[src/rtl/rst_seq_ctrl_pkg.sv]
// Shared types and helpers for the reset sequencer: FSM state encoding,
// debug state width and the counter width function.
package rst_seq_pkg;

    localparam int StateW = 3;

    typedef enum logic [StateW-1:0] {
        HOLD     = 3'd0,
        RELEASE  = 3'd1,
        WAIT_ACK = 3'd2,
        RUN      = 3'd3,
        FAIL     = 3'd4
    } rst_seq_state_e;

    // Bits needed to hold values 0..max (at least one bit).
    function automatic int cnt_w(input int max);
        return (max < 1) ? 1 : $clog2(max + 1);
    endfunction

endpackage

[src/rtl/rst_seq_ctrl_if.sv]
// Handshake/status bundle between the reset sequencer and the SoC.
// The master side is the sequencer, the slave side is the SoC/bench.
interface rst_seq_ctrl_if
    import rst_seq_pkg::*;
#(
    parameter int NumDomains = 4
);
    logic                  req_i;
    logic [NumDomains-1:0] ack_i;
    logic [NumDomains-1:0] rst_no;
    logic                  busy_o;
    logic                  done_o;
    logic                  timeout_o;
    logic [StateW-1:0]     state_o;

    modport master (
        input  req_i,
        input  ack_i,
        output rst_no,
        output busy_o,
        output done_o,
        output timeout_o,
        output state_o
    );

    modport slave (
        output req_i,
        output ack_i,
        input  rst_no,
        input  busy_o,
        input  done_o,
        input  timeout_o,
        input  state_o
    );
endinterface

[src/rtl/rst_seq_ctrl_counter.sv]
// Clear/enable up-counter that saturates at MaxVal, with a terminal-count
// flag comparing the registered count against a run-time value.
module rst_seq_counter
    import rst_seq_pkg::*;
#(
    parameter int MaxVal = 1,
    parameter int W      = cnt_w(MaxVal)
) (
    input  logic         clk_i,
    input  logic         rst_ni,
    input  logic         clr_i,
    input  logic         en_i,
    input  logic [W-1:0] tc_val_i,
    output logic         tc_o
);

    logic [W-1:0] cnt_reg;

    // Count up while enabled; clear wins over enable; stop at MaxVal.
    always_ff @(posedge clk_i) begin
        if (!rst_ni) begin
            cnt_reg <= '0;
        end else if (clr_i) begin
            cnt_reg <= '0;
        end else if (en_i && (cnt_reg != W'(MaxVal))) begin
            cnt_reg <= cnt_reg + W'(1);
        end
    end

    assign tc_o = (cnt_reg == tc_val_i);

endmodule

[src/rtl/rst_seq_ctrl.sv]
// Reset sequencer: holds all domains in reset, releases them one by one
// with a fixed stagger, waits for every domain to report ready, and
// falls into a sticky FAIL state if bring-up overruns its budget.
module rst_seq_ctrl
    import rst_seq_pkg::*;
#(
    parameter int NumDomains    = 4,
    parameter int HoldCycles    = 25,
    parameter int StaggerCycles = 4,
    parameter int TimeoutCycles = 200
) (
    input  logic          clk_i,
    input  logic          rst_ni,
    rst_seq_ctrl_if.master bus
);

    // The hold/stagger counter serves both phases, so size it for the longer.
    localparam int SeqMax = (HoldCycles > StaggerCycles) ? HoldCycles : StaggerCycles;
    localparam int SeqW   = cnt_w(SeqMax);
    localparam int ToW    = cnt_w(TimeoutCycles);

    rst_seq_state_e        state_reg;
    logic [NumDomains-1:0] rst_n_reg;
    logic                  busy_reg;
    logic                  done_reg;
    logic                  timeout_reg;

    logic                  seq_en;
    logic                  seq_clr;
    logic                  seq_tc;
    logic [SeqW-1:0]       seq_tc_val;
    logic                  to_en;
    logic                  to_tc;
    logic                  all_ack;
    logic                  entering_run;
    logic                  timeout_hit;
    logic [NumDomains:0]   shifted_mask;
    logic [NumDomains-1:0] rst_n_next;

    // Counter controls and next release mask (domains release in index
    // order, so the mask is a thermometer code and one more 1 shifts in).
    always_comb begin
        seq_en       = (state_reg == HOLD) || (state_reg == RELEASE);
        seq_tc_val   = (state_reg == HOLD) ? SeqW'(HoldCycles - 1) : SeqW'(StaggerCycles - 1);
        seq_clr      = bus.req_i || (seq_en && seq_tc);
        to_en        = (state_reg == HOLD) || (state_reg == RELEASE) || (state_reg == WAIT_ACK);
        all_ack      = &bus.ack_i;
        entering_run = (state_reg == WAIT_ACK) && all_ack;
        // Completion on the timeout edge wins over the timeout.
        timeout_hit  = to_en && to_tc && !entering_run;
        shifted_mask = {rst_n_reg, 1'b1};
        rst_n_next   = shifted_mask[NumDomains-1:0];
    end

    rst_seq_counter #(
        .MaxVal (SeqMax)
    ) u_seq_cnt (
        .clk_i    (clk_i),
        .rst_ni   (rst_ni),
        .clr_i    (seq_clr),
        .en_i     (seq_en),
        .tc_val_i (seq_tc_val),
        .tc_o     (seq_tc)
    );

    rst_seq_counter #(
        .MaxVal (TimeoutCycles)
    ) u_to_cnt (
        .clk_i    (clk_i),
        .rst_ni   (rst_ni),
        .clr_i    (bus.req_i),
        .en_i     (to_en),
        .tc_val_i (ToW'(TimeoutCycles - 1)),
        .tc_o     (to_tc)
    );

    // Sequencer FSM with registered outputs; reset > request > timeout > normal flow.
    always_ff @(posedge clk_i) begin
        if (!rst_ni || bus.req_i) begin
            state_reg   <= HOLD;
            rst_n_reg   <= '0;
            busy_reg    <= 1'b1;
            done_reg    <= 1'b0;
            timeout_reg <= 1'b0;
        end else if (timeout_hit) begin
            state_reg   <= FAIL;
            rst_n_reg   <= '0;
            busy_reg    <= 1'b0;
            done_reg    <= 1'b0;
            timeout_reg <= 1'b1;
        end else begin
            case (state_reg)
                HOLD: begin
                    if (seq_tc) begin
                        rst_n_reg <= rst_n_next;
                        state_reg <= (NumDomains == 1) ? WAIT_ACK : RELEASE;
                    end
                end
                RELEASE: begin
                    if (seq_tc) begin
                        rst_n_reg <= rst_n_next;
                        if (&rst_n_next) begin
                            state_reg <= WAIT_ACK;
                        end
                    end
                end
                WAIT_ACK: begin
                    if (all_ack) begin
                        state_reg <= RUN;
                        busy_reg  <= 1'b0;
                        done_reg  <= 1'b1;
                    end
                end
                default: begin
                    // RUN and FAIL hold until a request or reset.
                end
            endcase
        end
    end

    assign bus.rst_no    = rst_n_reg;
    assign bus.busy_o    = busy_reg;
    assign bus.done_o    = done_reg;
    assign bus.timeout_o = timeout_reg;
    assign bus.state_o   = state_reg;

endmodule

[src/flat_wrapper.sv]
// flat-port wrapper written by rule: the top's interface ports become plain ports
module rst_seq_ctrl_flat import rst_seq_pkg::*;
#(
    parameter int NumDomains    = 4,
    parameter int HoldCycles    = 25,
    parameter int StaggerCycles = 4,
    parameter int TimeoutCycles = 200
)
  (clk_i, rst_ni, bus_req_i, bus_ack_i, bus_rst_no, bus_busy_o, bus_done_o, bus_timeout_o, bus_state_o);
  rst_seq_ctrl_if #(.NumDomains(NumDomains)) bus_i ();
  input  logic clk_i;
  input  logic rst_ni;
  input wire logic [$bits(bus_i.req_i)-1:0] bus_req_i;
  input wire logic [$bits(bus_i.ack_i)-1:0] bus_ack_i;
  output wire logic [$bits(bus_i.rst_no)-1:0] bus_rst_no;
  output wire logic [$bits(bus_i.busy_o)-1:0] bus_busy_o;
  output wire logic [$bits(bus_i.done_o)-1:0] bus_done_o;
  output wire logic [$bits(bus_i.timeout_o)-1:0] bus_timeout_o;
  output wire logic [$bits(bus_i.state_o)-1:0] bus_state_o;
  assign bus_i.req_i = bus_req_i;
  assign bus_i.ack_i = bus_ack_i;
  assign bus_rst_no = bus_i.rst_no;
  assign bus_busy_o = bus_i.busy_o;
  assign bus_done_o = bus_i.done_o;
  assign bus_timeout_o = bus_i.timeout_o;
  assign bus_state_o = bus_i.state_o;
  rst_seq_ctrl #(.NumDomains(NumDomains), .HoldCycles(HoldCycles), .StaggerCycles(StaggerCycles), .TimeoutCycles(TimeoutCycles)) u_core (.clk_i(clk_i), .rst_ni(rst_ni), .bus(bus_i));
endmodule
[config.mk]
export PLATFORM = sky130hd
export DESIGN_NAME = rst_seq_ctrl_flat
export DESIGN_NICKNAME = d
export VERILOG_FILES = /design/src/rtl/rst_seq_ctrl_pkg.sv /design/src/rtl/rst_seq_ctrl_if.sv /design/src/rtl/rst_seq_ctrl_counter.sv /design/src/rtl/rst_seq_ctrl.sv /design/src/flat_wrapper.sv
export SDC_FILE = /design/constraint.sdc
export NUM_CORES = 1
export LEC_CHECK = 0
export CORE_MARGIN = 8
export CORE_UTILIZATION = 30
export DETAILED_ROUTE_END_ITERATION = 10
export GPL_ROUTABILITY_DRIVEN = 0
export PLACE_DENSITY_LB_ADDON = 0.08
export SKIP_LAST_GASP = 1
export SLEW_MARGIN = 20
export SYNTH_ARGS = -nofsm -noshare
export SYNTH_HDL_FRONTEND = slang
export SYNTH_SLANG_ARGS = --single-unit
[constraint.sdc]
create_clock -name clk_i -period 4.4 [get_ports clk_i]
set_input_delay 0.44 -clock clk_i [delete_from_list [all_inputs] [get_ports clk_i]]
set_output_delay 0.44 -clock clk_i [all_outputs]
set_load 0.03 [all_outputs]
* Word level (Yosys, flattened, before mapping)
Cells that the tools add are included.
** Operators by class
- Add/subtract/negate cells :: 2
- Multipliers :: 0
- Divide/modulo/power cells :: 0
- $lt $le $gt $ge :: 0
- Equal/unequal tests :: 14
- Shift operators :: 0
- Multiplexer cells :: 10
- Bitwise logic cells :: 1
- Reduce and logical (&&, ||, !) cells :: 28
** Operators by type and width (count)
- 3-bit two-way mux :: 5
- 5-bit AND reduction :: 3
- 3-bit by 1-bit != test with 1-bit output, second input constant :: 3
- 3-bit one-hot mux with 3 select lines :: 1
- 8-bit by 1-bit adder with 8-bit output, second input constant :: 1
- 8-bit == test, second input constant :: 1
- 8-bit != test, second input constant :: 1
- 2-bit OR reduction :: 4
- 1-bit logical AND :: 6
- 2-bit by 1-bit != test with 1-bit output, second input constant :: 3
- 5-bit by 1-bit adder with 5-bit output, second input constant :: 1
- 5-bit == test :: 1
- 5-bit two-way mux :: 1
- 5-bit != test, second input constant :: 1
- 1-bit logical OR :: 4
- 2-bit AND reduction :: 2
- 4-bit AND reduction :: 1
- 2-bit nonzero test :: 2
- 4-bit nonzero test :: 1
- 3-bit by 1-bit == test with 1-bit output, second input constant :: 1
- 3-bit by 2-bit == test with 1-bit output, second input constant :: 1
- 3-bit logical NOT :: 1
- 1-bit two-way mux :: 3
- 3-bit by 2-bit != test with 1-bit output, second input constant :: 1
- other kinds (5) :: 6
** Storage, ports and cells
- Register bits :: 23
- Bits in latches :: 0
- RAM bits :: 0
- Memory bits (read-only) :: 0
- Bits of input ports :: 7
- Output and inout port bits :: 10
- Memories kept :: 0

* Logic depth before layout (Yosys ltp)
- Depth in word-level cells :: 7
- Mapped depth :: 6
- Gate-level depth less buffers :: 6

* By module
A second synthesis with hierarchy kept.
** Second synthesis, totals
- Cell total of the unflattened synthesis :: 148
- Area total of the unflattened synthesis :: 1310.0 um^2
** By module, submodules not included
- rst_seq_counter (u_core.u_to_cnt) :: instances 1, cells each 61, area each 521.8 um^2
- rst_seq_ctrl :: instances 1, cells each 52, area each 479.2 um^2
- rst_seq_counter (u_core.u_seq_cnt) :: instances 1, cells each 35, area each 309.0 um^2

* Worst setup path after synthesis
Ideal clock, no wire load.
- Kind :: reg-to-reg
- Start :: reg u_core.state_reg[0] (netlist: u_core.bus.state_o[0])
- End :: reg u_core.state_reg[0] (netlist: u_core.bus.state_o[0])
- Arrival time :: 1.560 ns
- Data required time :: 4.260 ns
- Path slack :: 2.700 ns
- Cell stages (with the launch flop) :: 6
- Buffers on the path :: 1
- Cells stage by stage :: dfxtp_1 > buf_6 > a21o_1 > or4_4 > o21ai_4 > a311oi_1
** On the way
- Word-level cells in the longest chain between the ends :: 6
- Elaborated cells on any way between the ends :: 19
** Ends and longest elaborated chain
- start: declaration :: RTL line rst_seq_ctrl.sv:22 : rst_seq_state_e state_reg;
- start signal: assignment :: RTL line rst_seq_ctrl.sv:96 : state_reg <= (NumDomains == 1) ? WAIT_ACK : RELEASE;
- parallel branches: the longest is 6 deep, another holds 5-bit two-way mux
Several ways; the timed one is not identified.
A chain may end at the register's enable or synchronous reset.

* Worst setup path after layout
- Start :: reg u_core.state_reg[2] (netlist: u_core.bus.state_o[2])
- End :: out bus_state_o[2]
** RTL lines
- end: declaration :: RTL line flat_wrapper.sv:19 : output wire logic [$bits(bus_i.state_o)-1:0] bus_state_o;
No word-level cell between the ends.

==> run_results.csv <==
group,metric,value,unit
hold_path,hold_path.startpoint,"u_core.bus.rst_no[3]$_SDFFE_PP0P_",
drt,antenna_left,0,
yosys,yosysTopAreaCell,"dfxtp_1",
critical_path,r2r_cells,4,
global_routing,grt_pass1_wl,3.92,mm
drt,drc,0,
cts,cts_resized,0,
critical_path,crit_start,"u_core.bus.state_o[2]$_SDFFE_PP0P_",
timing,finalCriticalPeriod,2.02,ns
hold_path,worst_hold_path_type,"flop to flop",
floorplanning,die_y,76.3,microns
global_routing,antenna_found_initial,0,
floorplanning,rows,22,
yosys,syn_area,1090,sq um
drt,dr_wl_met2,1.11,mm
critical_path,path_max_fanout,9,
power_and_ir_drop,total_power,0.328,mW
critical_path,cp.required,3.96,ns
status,outcome,"complete, no violations",
cts,cts_tree,"yes",
yosys,synth_area_leaders,"dfxtp_1 42%, nor2_1 4.8%, xor2_1 4.8%",
yosys,synth-async-reset-ratio,0,
timing,tightest_slew,0.634,ns
cts,clock_latency,0.31,ns
yosys,synth-seq-cells,23,
cells_and_area,antenna_cells,0,
floorplanning,dieArea,5830,sq um
cells_and_area,fin_cells,184,
cts,path_clk_slew,0.14,ns
yosys,synth_flop_cell,"dfxtp_1",
placement,port_buffers,16,
power_and_ir_drop,peakVddDrop,0.133,mV
hold_path,whs_path_depth,2,
global_routing,grt_pass1_vias,894,
cts,cts_buffers,3,
cells_and_area,post-route-util,0.369,
critical_path,reg2reg_from,"u_core.u_seq_cnt.cnt_reg[0]$_SDFFE_PP0P_",
cts,post_cts.repair.setup_buffers,0,
yosys,synth_cell_types,38,
yosys,synthCells,119,
critical_path,cp-start-kind,"flop",
timing,fin_crit_sh,0.458,
timing,finalSetupViolations,0,
critical_path,crit_arrival,1.58,ns
yosys,synth_most_common_cell,"dfxtp_1",
cells_and_area,largest_reg_flops,8,
critical_path,endpoint_kind,"primary output",
critical_path,path_class,"flop to primary output",
critical_path,cp_num_buf_inv,1,
critical_path,crit_chain,"clkdlybuf4s50_1",
timing,rsz0062_at_grt,"false",
cells_and_area,syn2layout_area_growth,20.8,%
drt,dr.max_layer_used,"met4",
cells_and_area,fin_nets,148,
global_routing,grt.total_usage,0.0801,
power_and_ir_drop,p_leak,0.434,nW
critical_path,timing.rr.end,"u_core.bus.state_o[0]$_SDFFE_PP0P_",
timing,finClkSkew,0.00976,ns
cts,cts_max_path_buffers,2,
placement,dpl.cell_count,180,
floorplanning,coreArea,3580,sq um
cells_and_area,final_layout_size_suffix_gt1_frac,0.0662,
floorplanning,start_util,0.305,
yosys,synth_top_area_frac,0.422,
timing,maxSlewHeadroom,0.576,
drt,drtIter0Drc,78,
yosys,synth_edf_count,0,
critical_path,slowest_stage,"clkdlybuf4s50_1",
placement,place_hpwl,1.67,mm
critical_path,crit_family,"buffers and inverters",
yosys,syn-mean-instance-area,9.18,sq um
critical_path,slowest_delay,0.74,ns
critical_path,rrSetupSlack,2.67,ns
global_routing,grt_max_degree,14,
yosys,synth_warnings,0,
timing,fmax,496,MHz
cts,holdBufCountCts,0,
yosys,synth_nets,130,
power_and_ir_drop,p_per_area,249,nW/um^2
critical_path,crit_cells,1,
drt,viasPerCell,4.82,
drt,wl_per_cell,12.2,microns
job,maxCapViolations,0,
timing,drv_slew,0,
cts,cts.sinks,23,
drt,num_vias,886,
cts,h-tree-depth,1,
drt,drt-total-wl,2.24,mm
drt,drtPass1Iterations,4,
timing,final-hold-violation-count,0,
floorplanning,die_w,76.3,microns
yosys,synth_seq_area_share,0.422,
critical_path,critPathCapture,"bus_state_o[2]",
yosys,netlist_top_cells_count,"23 x dfxtp_1, 14 x nor2_1, 7 x nor3_1",
drt,wl_met1,1.03,mm
cts,cts_root_buf,"clkbuf_4",
timing,setup_tns,0,ns
drt,wl_met3,76,microns
global_routing,overflow,0,
floorplanning,ios,17,
## worst min-delay path by stage
stage               slack (ns)                                       to
floorplan                 0.48  u_core.u_to_cnt.cnt_reg[7]$_SDFFE_PP0P_
finish                    0.49        u_core.bus.rst_no[3]$_SDFFE_PP0P_
detailed placement        0.46        u_core.bus.timeout_o$_SDFFE_PP0P_
CTS                       0.49        u_core.bus.rst_no[3]$_SDFFE_PP0P_
global route              0.52        u_core.bus.timeout_o$_SDFFE_PP0P_
global placement          0.45        u_core.bus.timeout_o$_SDFFE_PP0P_
## cells in the final DEF, fill, tap and decap left out, types with 3 or more instances in the layout
| cell type | n |
|---|---|
| nand3_1 | 6 |
| nor2_1 | 14 |
| clkbuf_4 | 3 |
| a21oi_1 | 6 |
| dfxtp_1 | 23 |
| ha_1 | 4 |
| inv_1 | 5 |
| nand2_1 | 6 |
| xnor2_1 | 4 |
| clkdlybuf4s50_1 | 16 |
| nand4_1 | 5 |
| o21ai_0 | 4 |
| xor2_1 | 6 |
| nor3_1 | 7 |
## layout make-up
type	instances	area (sq um)
Inverter	5	18.8
Multi-Input combinational cell	88	593
Fill cell	381	2260
Sequential cell	23	460
Clock inverter	1	5.00
Timing Repair Buffer	16	160
Clock buffer	3	22.5
Tap cell	48	60.1
## metrics by stage
stage | worst slack [ns] | area (sq um) | hold slack (ns)
floorplan | 2.70 | 1090 | 0.485
global placement | 2.44 | 1290 | 0.452
detailed placement | 2.35 | 1290 | 0.462
CTS | 2.35 | 1320 | 0.491
global route | 2.29 | 1320 | 0.520
finish | 2.38 | 1320 | 0.486
## logic make-up after synthesis
kind of cell,Yosys count,synth area share
AND/OR/NAND/NOR,52,0.269
flip-flops,23,0.422
AO/OA/AOI/OAI,19,0.119
XOR/XNOR,10,0.0802
buffers and inverters,8,0.0355
adder cells (fa/ha/maj),4,0.0458
multiplexers,3,0.0286
## report_power, final
| part | internal (mW) | switching (mW) | total, mW |
|---|---|---|---|
| registers | 0.210 | 0.00232 | 0.212 |
| logic | 0.00905 | 0.00714 | 0.0162 |
| clock network | 0.0339 | 0.0655 | 0.0995 |
| total | 0.253 | 0.0750 | 0.328 |
## layer usage
layer	global-route usage	vias to the layer above
li1	-	470
met1	0.0889	403
met2	0.134	11
met3	0.0271	2
met4	0.0385	0
met5	0	-
No activity file was read; power rests on OpenSTA's default activity.
